File: config.mk
export PLATFORM = sky130hd
export DESIGN_NAME = snake_body_tracer
export DESIGN_NICKNAME = d
export VERILOG_FILES = /design/src/rtl/snake_body_tracer.sv
export SDC_FILE = /design/constraint.sdc
export NUM_CORES = 1
export LEC_CHECK = 0
export ABC_AREA = 1
export BUFFER_PORTS_ARGS = -buffer_cell sky130_fd_sc_hd__buf_2
export CAP_MARGIN = 20
export CORE_UTILIZATION = 56
export CTS_BUF_LIST = sky130_fd_sc_hd__clkbuf_4
export CTS_CLUSTER_SIZE = 28
export DETAILED_ROUTE_END_ITERATION = 7
export PLACE_DENSITY = 0.83
export SLEW_MARGIN = 5
export SYNTH_ARGS = -nofsm -noshare
export SYNTH_HDL_FRONTEND = slang
export SYNTH_SLANG_ARGS = --single-unit
File: constraint.sdc
create_clock -name clk -period 2.3 [get_ports clk]
set_input_delay 0.23 -clock clk [delete_from_list [all_inputs] [get_ports clk]]
set_output_delay 0.23 -clock clk [all_outputs]
set_load 0.01 [all_outputs]
File: src/rtl/snake_body_tracer.sv
// Walks a snake body back from the head through the move history, streaming one segment per cycle.
// Optional TRACER_SELF_HIT_EN enables head-collision detection on self_hit.
module snake_body_tracer #(
    parameter int GRID_BITS = 4
) (
    input  logic                 clk,
    input  logic                 reset,
    input  logic                 start,
    input  logic [GRID_BITS-1:0] head_x,
    input  logic [GRID_BITS-1:0] head_y,
    input  logic [5:0]           length,
    input  logic [GRID_BITS-1:0] query_x,
    input  logic [GRID_BITS-1:0] query_y,
    input  logic [2:0]           dir_in,
    output logic [5:0]           pos,
    output logic                 busy,
    output logic                 seg_valid,
    output logic [GRID_BITS-1:0] seg_x,
    output logic [GRID_BITS-1:0] seg_y,
    output logic                 done,
    output logic                 hit,
    output logic                 self_hit
);

    localparam logic [GRID_BITS-1:0] ONE = GRID_BITS'(1);

    typedef enum logic [1:0] {
        IDLE = 2'd0,
        WALK = 2'd1,
        FIN  = 2'd2
    } state_t;

    state_t               state, state_nx;
    logic [GRID_BITS-1:0] hx_q, hy_q, qx_q, qy_q;
    logic [GRID_BITS-1:0] px_q, py_q;
    logic [GRID_BITS-1:0] tx, ty;
    logic [5:0]           len_q, pos_q;
    logic                 hit_q;
    logic                 accept;
    logic                 q_match;

    assign accept = (state == IDLE) && start;

    always_ff @(posedge clk or negedge reset) begin
        if (!reset) state <= IDLE;
        else        state <= state_nx;
    end

    always_comb begin
        state_nx = state;
        case (state)
            IDLE: if (start) state_nx = (length == 6'd0) ? FIN : WALK;
            WALK: if (pos_q == len_q - 6'd1) state_nx = FIN;
            FIN:  state_nx = IDLE;
            default: state_nx = IDLE;
        endcase
    end

    // Undo the recorded move: previous segment minus that move's displacement.
    always_comb begin
        tx = px_q;
        ty = py_q;
        case (dir_in)
            3'b001: ty = py_q + ONE;
            3'b010: ty = py_q - ONE;
            3'b011: tx = px_q + ONE;
            3'b100: tx = px_q - ONE;
            default: ;
        endcase
    end

    assign seg_valid = (state == WALK);
    assign busy      = (state == WALK);
    assign done      = (state == FIN);
    assign pos       = pos_q;

    always_comb begin
        seg_x = '0;
        seg_y = '0;
        if (seg_valid) begin
            seg_x = (pos_q == 6'd0) ? hx_q : tx;
            seg_y = (pos_q == 6'd0) ? hy_q : ty;
        end
    end

    assign q_match = seg_valid && (seg_x == qx_q) && (seg_y == qy_q);
    assign hit     = hit_q | q_match;

    always_ff @(posedge clk or negedge reset) begin
        if (!reset) begin
            hx_q  <= '0;
            hy_q  <= '0;
            qx_q  <= '0;
            qy_q  <= '0;
            len_q <= '0;
            px_q  <= '0;
            py_q  <= '0;
            pos_q <= '0;
            hit_q <= 1'b0;
        end else if (accept) begin
            hx_q  <= head_x;
            hy_q  <= head_y;
            qx_q  <= query_x;
            qy_q  <= query_y;
            len_q <= length;
            pos_q <= '0;
            hit_q <= 1'b0;
        end else if (state == WALK) begin
            px_q  <= seg_x;
            py_q  <= seg_y;
            pos_q <= (state_nx == WALK) ? pos_q + 6'd1 : 6'd0;
            hit_q <= hit;
        end
    end

`ifdef TRACER_SELF_HIT_EN
    logic self_q;
    logic h_match;

    assign h_match  = seg_valid && (pos_q != 6'd0) && (seg_x == hx_q) && (seg_y == hy_q);
    assign self_hit = self_q | h_match;

    always_ff @(posedge clk or negedge reset) begin
        if (!reset)              self_q <= 1'b0;
        else if (accept)         self_q <= 1'b0;
        else if (state == WALK)  self_q <= self_hit;
    end
`else
    assign self_hit = 1'b0;
`endif

endmodule

# Yosys cells after proc, flatten, opt, wreduce, memory -nomap -nowiden
# Cells that the tools add are included.
# op_classes
addsub	6
eq_ne	10
n_mux	15
bitwise_logic	2
reduce_logical	8
# ops
operator	n
6-bit 2-to-1 mux	3
4-bit 2-to-1 mux	4
4-bit one-hot mux with 2 select lines	2
6-bit logical NOT	2
4-bit by 1-bit adder with 4-bit output, second input constant	2
4-bit == test	2
4-bit by 1-bit subtractor with 4-bit output, second input constant	2
6-bit by 1-bit adder with 6-bit output, second input constant	1
3-bit by 2-bit == test with 1-bit output, second input constant	2
6-bit == test	1
2-bit 2-to-1 mux	3
6-bit by 1-bit subtractor with 6-bit output, second input constant	1
2-bit by 1-bit == test with 1-bit output, second input constant	2
2-bit one-hot mux with 2 select lines	1
3-bit by 1-bit == test with 1-bit output, second input constant	1
3-bit == test, second input constant	1
1-bit logical AND	3
2-bit == test, second input constant	1
2-bit logical NOT	1
1-bit 2-to-1 mux	2
2-bit AND reduction	1
2-bit nonzero test	1
1-bit NOT	1
1-bit bitwise OR	1
# word_totals
ff_bits	39
output_inout_bits	19
elab_cells	51

# Depth between registers and ports, before layout
# logic_depth
depth_word	10
mapped_depth	17

# Worst setup path after synthesis
# OpenSTA, ideal clock, no wires.
# synth_timing
kind	input to output
startpoint	in dir_in[0]
endpoint	out hit
t_arrival_ns	1.761
t_required_ns	2.070
setup_slack_ns	0.309
path_stages	16
path_buffers	0
path_cell_list	nor2_2 nand2_2 inv_1 ha_1 xor2_1 nand2_1 nand3_1 nand2_2 inv_2 nand2_2 nand2_1 nor2_1 nand3_1 nor2_1 nand2_1 nand2_1
# synth_via
elab_chain_len	8
# synth_rtl
element	line	text
start: declaration	14	input logic [2:0] dir_in,
3-bit == test or 3-bit by 2-bit == test with 1-bit output (tied branches)	63	case (dir_in)
4-bit one-hot mux with 2 select lines (*)	63	
4-bit 2-to-1 mux (*)	81	seg_x = (pos_q == 6'd0) ? hx_q : tx;
4-bit 2-to-1 mux (*)	80	if (seg_valid) begin
via seg_x[2]	18	output logic [GRID_BITS-1:0] seg_x,
4-bit == test (*)	86	assign q_match = seg_valid && (seg_x == qx_q) && (seg_y == qy_q);
1-bit logical AND (*) (2 in series)	86	
1-bit bitwise OR (*)	87	assign hit = hit_q | q_match;
end: declaration	21	output logic hit,
# Mark *: on every way through the listed nets, which the timed path passes. The rest lies on a longest branch.

# Final worst setup path
# layout_timing
startpoint	reg py_q[1]
endpoint	out hit
# layout_via
elab_chain_len	7
# layout_rtl
element	line	text
start: declaration	35	logic [GRID_BITS-1:0] px_q, py_q;
start signal: assignment	110	py_q <= seg_y;
4-bit by 1-bit subtractor with 4-bit output or 4-bit by 1-bit adder with 4-bit output (tied branches)	65, 64	
4-bit one-hot mux with 2 select lines (*)	63	
4-bit 2-to-1 mux (*)	82	seg_y = (pos_q == 6'd0) ? hy_q : ty;
4-bit 2-to-1 mux (*)	80	
4-bit == test (*)	86	
1-bit logical AND (*)	86	
1-bit bitwise OR (*)	87	
# Every way passes the cells marked *; elsewhere a longest branch is shown, timed or not.

==> impl_metrics.py <==
metrics = {
    "run_status": {
        "run_status": "finished with violations",
        "failed_checks": "negative setup slack",
    },
    "clocking": {
        "clock-root-buffer": "sky130_fd_sc_hd__clkbuf_4",
        "clock_insertion_delay_worst_skew_ns": 0.34,
        "cts.sinks": 39,
        "htree_levels": 2,
        "tritoncts_clock_tree": "done",
        "cts_inserted_buffers": 5,
        "clk_pin_slew_ns": 0.11,
        "cts_buffer_depth": 2,
    },
    "critical_path": {
        "r2r_start": "py_q[1]",
        "crit_path_cell_trace": "nand4_1, nand2_1, inv_1, ha_1, nand2_1, nand3_2, nand2_2, nand2_1, nand2_1, nor2_1, nand4_1, nor2_2, nand2_1, nand2_1, buf_2",
        "critPathKind": "reg2out",
        "critPathArrivalTime_ns": 2.29,
        "cp_peak_stage_delay_ns": 0.44,
        "cp_data_required_time_ns": 2.07,
        "timing.critical_path.from_type": "flop",
        "timing.critical_path.mode_cell": "sky130_fd_sc_hd__nand2_1",
        "cpMaxStageDelayCell": "sky130_fd_sc_hd__dfrtp_1",
        "critical_path.max_fanout": 4,
        "r2r_cells": 14,
        "rrSetupSlack_ns": 0.17,
        "r2r_end": "py_q[1]",
        "timing.critical_path.to_type": "primary output",
    },
    "global_routing": {
        "grt_pass1_wl_um": 9940,
        "grt.overflow.total": 0,
        "first_global_vias": 2191,
        "grt_antenna_before_repair": 0,
        "global_route.usage.total_pct": 29.8,
        "grt_max_degree": 40,
    },
    "synth": {
        "postSynthNetCount": 366,
        "synth_enable_flop_cells": 0,
        "postSynth.topFlopCell": "sky130_fd_sc_hd__dfrtp_1",
        "synth_area_per_cell_um2": 7.27,
        "seq_area_frac_synth_pct": 40.6,
        "mappedNetlistArea_um2": 2400,
        "ys_async_sr_fraction_pct": 100,
        "yosysWarningCount": 0,
        "ys_ff_latch": 39,
        "synth.distinct_cells": 31,
        "syn_inst": 331,
    },
    "die": {
        "std_cell_rows": 23,
        "core-area_um2": 4060,
        "floorplan.die.width_um": 67.5,
        "pin_count": 47,
        "die-area_um2": 4560,
        "die_h_um": 67.5,
        "initial_utilization_pct": 59.3,
    },
    "sta": {
        "timing.fmax_mhz": 397,
        "grt_setup_unrepaired": "true",
        "finalSetupTns_ns": -0.220,
        "finalHoldViolations": 0,
        "final_period_minus_worst_setup_slack_ns": 2.52,
        "timing.final.max_slew_violations": 0,
        "timing_worst_slew_pin_value_ns": 0.860,
        "fin_skew_ns": 0.00661,
        "final_setup_violation_count": 1,
        "finalCritPeriodShare_pct": 110,
        "postLayoutSetupSlackWorst_ns": -0.220,
        "max_slew_margin_pct": 42.7,
    },
    "detailed_routing": {
        "drtPass1Iterations": 4,
        "dr.first_iter.drc_count": 145,
        "finalWirelength_um": 5980,
        "drt_drc_violations_left": 0,
        "detail_route.wl_per_cell_um": 13.1,
        "ant_nets": 0,
        "vias_per_cell": 5.40,
        "vias": 2455,
    },
    "worst_hold_path": {
        "worst_min_delay_path_class": "in2reg",
        "hold-path-cell-count": 3,
        "whs_endpoint": "qy_q[0]",
        "start_point_of_the_worst_min_delay_path": "query_y[0]",
    },
    "power": {
        "totalPowerFinal_w": 0.00457,
        "p_per_area_nw_per_um2": 1520,
        "total_leakage_power_nw": 1.67,
        "worst_ir_drop_vdd_mv": 0.780,
    },
    "placement": {
        "port_buffers": 45,
        "hpwlAfterDp_um": 3880,
        "gp_congestion": 0.893,
        "dpl-instance-area_um2": 2710,
        "dp.cells": 426,
    },
    "layout": {
        "final_nets": 439,
        "stdcell_count": 455,
        "n_antenna_cell": 0,
        "layout.core_utilization_pct": 74.3,
        "postLayoutCellArea_um2": 3020,
        "syn_to_final_growth_pct": 25.4,
        "layout-drive-gt1-share_pct": 28.1,
    },
    "run": {
        "maxCapViolations": 0,
    },
}
[routing by layer]
layer  vias up  global-route usage (%)  part of all wire, %
li1       1191                       -                    -
met1      1134                    39.2                   43
met2       104                    45.5                   47
met3        26                    5.91                  6.0
met4         0                    16.8                  4.0
met5         -                       0                    0
[Yosys cell counts (4+ instances only)]
cell,n,area [um^2]
sky130_fd_sc_hd__dfrtp_1,39,976
sky130_fd_sc_hd__ha_1,6,75.1
sky130_fd_sc_hd__inv_1,37,139
sky130_fd_sc_hd__nand2_1,110,413
sky130_fd_sc_hd__nand2_2,6,37.5
sky130_fd_sc_hd__nand3_1,29,145
sky130_fd_sc_hd__nand3b_1,4,30.0
sky130_fd_sc_hd__nor2_1,28,105
sky130_fd_sc_hd__nor2_2,5,31.3
sky130_fd_sc_hd__o21ai_0,18,90.1
sky130_fd_sc_hd__o22ai_1,4,25.0
sky130_fd_sc_hd__xor2_1,10,87.6
[worst max path at each step]
stage                         start  endpoint  slack, ns  cells past startpoint
final                       py_q[1]       hit      -0.22                     15
after global routing        py_q[1]       hit      -0.41                     16
after floorplan           dir_in[0]       hit       0.31                     16
after CTS                   px_q[0]       hit      -0.15                     14
after detailed placement  dir_in[0]       hit      -0.07                     17
after global placement    dir_in[0]       hit       0.03                     18
[cell usage in the layout (no fill, tap or decap), types with 2 or more instances in the layout]
master	n
sky130_fd_sc_hd__nor4_1	2
sky130_fd_sc_hd__inv_1	35
sky130_fd_sc_hd__o21ai_0	17
sky130_fd_sc_hd__nand3_1	26
sky130_fd_sc_hd__nand4_1	3
sky130_fd_sc_hd__nor2_1	27
sky130_fd_sc_hd__inv_2	5
sky130_fd_sc_hd__nand3_4	2
sky130_fd_sc_hd__o22ai_1	4
sky130_fd_sc_hd__nor2_4	2
sky130_fd_sc_hd__ha_4	2
sky130_fd_sc_hd__nor3_1	2
sky130_fd_sc_hd__nand3_2	5
sky130_fd_sc_hd__buf_4	28
sky130_fd_sc_hd__ha_1	4
sky130_fd_sc_hd__xnor2_1	3
sky130_fd_sc_hd__buf_2	45
sky130_fd_sc_hd__a21oi_1	3
sky130_fd_sc_hd__nor2_2	5
sky130_fd_sc_hd__dfrtp_1	39
sky130_fd_sc_hd__nand3b_1	4
sky130_fd_sc_hd__clkbuf_4	5
sky130_fd_sc_hd__nand2_2	9
sky130_fd_sc_hd__nand2_1	107
sky130_fd_sc_hd__xor2_1	10
[final cells by class]
| type | instances | area, um^2 |
|---|---|---|
| fillers | 306 | 1040 |
| multi-input cells | 243 | 1290 |
| clock inverters | 3 | 38.8 |
| well taps | 50 | 62.6 |
| flip-flops and latches | 39 | 976 |
| repair buffers | 75 | 457 |
| clock buffers | 5 | 37.5 |
| inverters | 40 | 150 |
[flip-flops by register name, indices dropped and copies added, names as in the netlist]
name and count:
hit_q 1, hx_q 4, hy_q 4, len_q 6, pos 6, px_q 4
py_q 4, qx_q 4, qy_q 4, state 2
[timing repair]
| action | 4_1_cts | 5_1_grt |
|---|---|---|
| pin swaps | 6 | 3 |
| hold buffers | 1 | 0 |
| gates resized for setup | 8 | 10 |
| buffers inserted | 20 | 1 |
| cloned | 1 | 0 |
| setup endpoints to repair | 1 | 4 |
| hold endpoints to repair | 30 | 0 |
[through the flow]
stage	setup slack (ns)	hold slack, ns
after floorplan	0.309	-0.0656
after global placement	0.0305	0.386
after detailed placement	-0.0652	0.379
after CTS	-0.147	0.0607
after global routing	-0.406	0.0628
final	-0.220	0.0761
[power breakdown]
part	internal, W	switching, W	leakage, nW
clock	0.000224	0.000222	0.0426
sequential	0.00100	0.000252	0.487
combinational	0.00119	0.00168	1.15
[kinds of logic after synthesis]
group	Yosys count	synth area share [%]
adders and majority gates	7	3.95
AOI/OAI and AO/OA	28	6.30
buffers and inverters	50	8.84
other	1	0.156
xor gates and xnor gates	13	4.73
DFF	39	40.6
and+or+nand+nor	193	35.4
[critical path: cells and delay by family (launching register included)]
family                   cells  cell delay (ns)
buffers and inverters        2             0.17
adder cells (fa/ha/maj)      1             0.27
AND/OR/NAND/NOR             12             1.06
flip-flops                   1             0.44
(Power assumes the default switching activity.)
